`config.mk`:
```
export PLATFORM = sky130hd
export DESIGN_NAME = inv_shift_rows_seq
export DESIGN_NICKNAME = d
export VERILOG_FILES = /design/src/rtl/inv_shift_rows_seq_pkg.sv /design/src/rtl/inv_shift_rows_seq_rotr32.sv /design/src/rtl/inv_shift_rows_seq.sv
export SDC_FILE = /design/constraint.sdc
export NUM_CORES = 1
export LEC_CHECK = 0
export CAP_MARGIN = 20
export CORE_MARGIN = 4
export CORE_UTILIZATION = 50
export CTS_BUF_LIST = sky130_fd_sc_hd__clkbuf_8
export CTS_CLUSTER_SIZE = 16
export DETAILED_ROUTE_END_ITERATION = 8
export GPL_TIMING_DRIVEN = 0
export PLACE_DENSITY = 0.85
export SYNTH_ARGS = -nofsm -noshare
export SYNTH_HDL_FRONTEND = slang
export SYNTH_SLANG_ARGS = --single-unit
export TNS_END_PERCENT = 50
```
`constraint.sdc`:
```
create_clock -name clk -period 2.4 [get_ports clk]
set_input_delay 0.24 -clock clk [delete_from_list [all_inputs] [get_ports clk]]
set_output_delay 0.24 -clock clk [all_outputs]
set_load 0.01 [all_outputs]
```
`src/rtl/inv_shift_rows_seq_pkg.sv`:
```
// Shared constants, FSM encoding and row<->state byte mapping helpers for the
// sequential (inverse) ShiftRows block.
package inv_shift_rows_seq_pkg;

  localparam int STATE_W  = 128;
  localparam int ROW_W    = 32;
  localparam int BYTE_W   = 8;
  localparam int NUM_ROWS = 4;
  localparam int NUM_COLS = 4;

  typedef enum logic [1:0] {
    ST_IDLE = 2'd0,
    ST_BUSY = 2'd1,
    ST_DONE = 2'd2
  } fsm_e;

  // Byte s_(r + 4c) sits at the top of the state word, column-major.
  function automatic int byte_msb(input logic [1:0] r, input int c);
    return STATE_W - 1 - BYTE_W * (NUM_ROWS * c + int'(r));
  endfunction

  function automatic logic [ROW_W-1:0] get_row(input logic [STATE_W-1:0] st,
                                               input logic [1:0]         r);
    logic [ROW_W-1:0] row;
    row = '0;
    for (int c = 0; c < NUM_COLS; c++)
      row[ROW_W-1-BYTE_W*c -: BYTE_W] = st[byte_msb(r, c) -: BYTE_W];
    return row;
  endfunction

  function automatic logic [STATE_W-1:0] set_row(input logic [STATE_W-1:0] st,
                                                 input logic [1:0]         r,
                                                 input logic [ROW_W-1:0]   row);
    logic [STATE_W-1:0] res;
    res = st;
    for (int c = 0; c < NUM_COLS; c++)
      res[byte_msb(r, c) -: BYTE_W] = row[ROW_W-1-BYTE_W*c -: BYTE_W];
    return res;
  endfunction

endpackage

```
`src/rtl/inv_shift_rows_seq_rotr32.sv`:
```
// Combinational 32-bit byte rotator (right by k bytes).
// With ISR_FWD_MODE_EN defined, dir_left selects a left rotate instead.
module rotr32
  import inv_shift_rows_seq_pkg::*;
(
`ifdef ISR_FWD_MODE_EN
  input  logic             dir_left,
`endif
  input  logic [ROW_W-1:0] w,
  input  logic [1:0]       k,
  output logic [ROW_W-1:0] y
);

  logic [1:0]         amt;
  logic [2*ROW_W-1:0] dbl;

  always_comb begin
`ifdef ISR_FWD_MODE_EN
    // Left by k == right by (4-k) mod 4.
    amt = dir_left ? (2'd0 - k) : k;
`else
    amt = k;
`endif
    dbl = {w, w} >> {amt, 3'b000};
    y   = dbl[ROW_W-1:0];
  end

endmodule

```
`src/rtl/inv_shift_rows_seq.sv`:
```
// Sequential inverse ShiftRows: one row rotated per cycle through a shared rotator.
// Optional ISR_FWD_MODE_EN adds a mode port selecting forward (left) rotation.
module inv_shift_rows_seq
  import inv_shift_rows_seq_pkg::*;
(
  input  logic               clk,
  input  logic               rst_n,
  input  logic               in_valid,
  output logic               in_ready,
  input  logic [STATE_W-1:0] in_state,
`ifdef ISR_FWD_MODE_EN
  input  logic               mode,
`endif
  output logic               out_valid,
  input  logic               out_ready,
  output logic [STATE_W-1:0] out_state
);

  fsm_e               fsm_q, fsm_d;
  logic [1:0]         cnt_q, cnt_d;
  logic [STATE_W-1:0] state_q, state_d;
  logic [ROW_W-1:0]   row_sel, row_rot;
`ifdef ISR_FWD_MODE_EN
  logic               mode_q, mode_d;
`endif

  assign row_sel = get_row(state_q, cnt_q);

  rotr32 u_rot (
`ifdef ISR_FWD_MODE_EN
    .dir_left (mode_q),
`endif
    .w        (row_sel),
    .k        (cnt_q),
    .y        (row_rot)
  );

  always_comb begin
    fsm_d     = fsm_q;
    cnt_d     = cnt_q;
    state_d   = state_q;
`ifdef ISR_FWD_MODE_EN
    mode_d    = mode_q;
`endif
    in_ready  = 1'b0;
    out_valid = 1'b0;
    case (fsm_q)
      ST_IDLE: begin
        in_ready = 1'b1;
        if (in_valid) begin
          state_d = in_state;
          cnt_d   = 2'd0;
`ifdef ISR_FWD_MODE_EN
          mode_d  = mode;
`endif
          fsm_d   = ST_BUSY;
        end
      end
      ST_BUSY: begin
        state_d = set_row(state_q, cnt_q, row_rot);
        cnt_d   = cnt_q + 2'd1;  // 3 -> 0 wrap coincides with leaving BUSY
        if (cnt_q == 2'd3) fsm_d = ST_DONE;
      end
      ST_DONE: begin
        out_valid = 1'b1;
        if (out_ready) fsm_d = ST_IDLE;
      end
      default: fsm_d = ST_IDLE;
    endcase
  end

  assign out_state = state_q;

  always_ff @(posedge clk or negedge rst_n) begin
    if (!rst_n) begin
      fsm_q   <= ST_IDLE;
      cnt_q   <= 2'd0;
      state_q <= '0;
`ifdef ISR_FWD_MODE_EN
      mode_q  <= 1'b0;
`endif
    end else begin
      fsm_q   <= fsm_d;
      cnt_q   <= cnt_d;
      state_q <= state_d;
`ifdef ISR_FWD_MODE_EN
      mode_q  <= mode_d;
`endif
    end
  end

endmodule

```
==> impl_metrics.toml <==
[timing]
maxSlewViolCount = 0
fin_ws_ns = 0.1287
post-route-min-period_ns = 2.271
slew-limit-headroom = 0.4766
rsz0062_at_grt = "false"
period_share = 0.9464
fmax_ghz = 0.4403
hold_violations = 0
finalSetupViolCount = 0
setup_tns_ns = 0
worst_pin_slew_ns = 0.7851
finalClockSkew_ns = 0.006848

[synth]
synth_area_sq_um = 7283
synth.net_count = 857
yosysSeqAreaShare = 0.4535
synthCells = 721
synth_area_per_cell_sq_um = 10.10
ys_ff_latch = 132
yosysUniqueCellTypes = 22
yosys_warnings = 0

[placement]
dp.final_hpwl_mm = 19.28
dp_cells = 1162
port_buffers = 260
pre_cts_slack_ns = 0.1254
gpl.final_weighted_congestion = 0.8485

[global_routing]
busiest_layer = "met2"
grt_pass1_wl_mm = 40.27
grt_max_degree = 73
first_global_vias = 7233
grt_use_met3 = 0.06766
grt_usage = 0.3139
antenna_found_initial = 1
grt-ovfl-total = 0
use_met1 = 0.4187
grt_util_met2 = 0.5018

[detailed_routing]
drc_errors = 0
drt-initial-drc-count = 742
drt-wirelength-per-cell_um = 22.56
wirelength_mm = 26.91
drt.antenna.violating_nets = 0
vias = 7365
viasPerCell = 6.174
drt-pass1-iter-count = 7

[clock_network]
root_buffer = "clkbuf_8"
cts_sinks = 132
clock_latency_ns = 0.46
cts_tree = "built"
clock_path_buffers = 2
cts_max_level = 4
numCtsBuffers = 17
clk_pin_slew_worst_paths_ns = 0.07

[die]
rows = 43
die_h_um = 128.7
dieArea_sq_um = 16560
initial_utilization = 0.5167
pin_count = 262
coreArea_sq_um = 14100
dieWidth_um = 128.7

[power]
p_per_area_nw_per_um2 = 1247
p_leak_nw = 4.242
ir_worst_vdd_mv = 0.6400
power.total_mw = 13.26

[layout]
multi_input_area_sq_um = 3602
final_layout_size_suffix_gt1_frac = 0.07009
fill_cells = 1053
instances_no_fill = 1193
regArea_sq_um = 3303
final_nets = 1136
diodes = 0
area_delta_synth_final_pct = 45.99

[setup_path]
cp.arrival_ns = 2.03
crit_path_end_kind = "output port"
worst_ep_required_time_ns = 2.16
criticalPathCategory = "reg -> out"
regToRegSetupSlack_ns = 0.30
crit_fanout = 19
cp-start-kind = "flop"

[hold_path]
hold_path.class = "in -> async"

[job]
cap_violations = 0

[run_status]
status = "finished clean"
placed cells by master (no fill, tap or decap), drive strengths merged:
master	Yosys	final
a21o	3	3
a21oi	129	129
a221o	96	96
a22o	2	2
and4	1	1
buf	46	46
bufinv	0	6
clkbuf	31	51
clkdlybuf4s50	0	259
clkinv	0	2
clkinvlp	0	1
dfrtp	132	132
dlygate4sd3	0	1
ha	4	4
inv	5	8
nand2	1	1
nand2b	99	99
nand3b	97	97
nor2	5	5
nor2b	35	35
nor3	1	1
o21ai	1	1
o21bai	1	1
o2bb2ai	32	32
registers in the layout (all words and copies together) (netlist names):
register   count
cnt_q          2
fsm_q          2
out_state    128
synth_stat cells (all sizes together):
library cell | instances | area [sq um]
a22o | 2 | 17.52
dfrtp | 132 | 3303
a21o | 3 | 22.52
o21ai | 1 | 5.000
nand2b | 99 | 619.3
o21bai | 1 | 7.510
nor3 | 1 | 10.01
clkbuf | 31 | 116.4
nor2b | 35 | 219.0
ha | 4 | 50.05
a221o | 96 | 960.9
nor2 | 5 | 18.77
nand3b | 97 | 728.2
inv | 5 | 18.77
buf | 46 | 245.2
a21oi | 129 | 645.6
and4 | 1 | 11.26
nand2 | 1 | 3.750
o2bb2ai | 32 | 280.3
layer usage:
| layer | up-vias | wire length, um |
|---|---|---|
| li1 | 3265 | - |
| met1 | 3643 | 11190 |
| met2 | 388 | 12680 |
| met3 | 67 | 2093 |
| met4 | 2 | 929 |
| met5 | - | 18 |
layout make-up:
class | count | share of cell area
Tap cell | 180 | 0.02118
Clock inverter | 12 | 0.01965
Clock buffer | 20 | 0.02589
Multi-Input combinational cell | 507 | 0.3388
Timing Repair Buffer | 262 | 0.2484
Inverter | 5 | 0.001765
Sequential cell | 132 | 0.3107
Buffer | 75 | 0.03365
path summary, 6_finish.rpt:
kind                                                start                         end  cells past startpoint
worst max-delay path                 fsm_q[0]$_DFFE_PN0P_                   out_valid                      4
worst min-delay path                                rst_n  out_state[124]$_DFFE_PN0P_                      2
worst max register to register       fsm_q[1]$_DFFE_PN0P_   out_state[18]$_DFFE_PN0P_                      5
worst min register to register  out_state[62]$_DFFE_PN0P_   out_state[62]$_DFFE_PN0P_                      1
max in group asynchronous                           rst_n   out_state[16]$_DFFE_PN0P_                      3
min in group clk                                out_ready        fsm_q[1]$_DFFE_PN0P_                      3
worst max-delay path, stage by stage (launching register included):
cell and delay [ns]:
dfrtp_1 0.39, clkbuf_4 0.24, buf_4 0.21, nor2b_1 0.14, clkdlybuf4s50_1 0.59
repair_timing:
item / 4_1_cts / 5_1_grt
cloned: 0 / 0
resized for setup: 1 / 2
hold buffers: 1 / 0
endpoints found under the setup margin: 1 / 2
hold endpoints to repair: 60 / 0
buffers inserted: 0 / 0
power breakdown:
part | internal [mW] | switching [mW]
logic | 3.46 | 3.27
clock network | 1.41 | 0.904
registers | 3.17 | 1.05
per-stage QoR:
step           hold slack, ns  cell area (sq um)  utilization
2_1_floorplan        -0.05559               7283            -
3_3_place_gp           0.4865              10110       0.7173
3_5_place_dp           0.2626              10140       0.7193
4_1_cts                0.3369              10630       0.7542
5_1_grt                0.3852              10630       0.7543
6_report               0.3307              10630       0.7543
cells by family (layout without fill, tap and decap cells):
| kind of cell | Yosys count | count (layout) | share of synthesized area |
|---|---|---|---|
| AOI/OAI and AO/OA | 264 | 264 | 0.2663 |
| adders and majority gates | 4 | 4 | 0.006872 |
| buffers and inverters | 82 | 374 | 0.05223 |
| DFF | 132 | 132 | 0.4535 |
| and+or+nand+nor | 239 | 239 | 0.2211 |
Power figures use the tool's default switching activity.
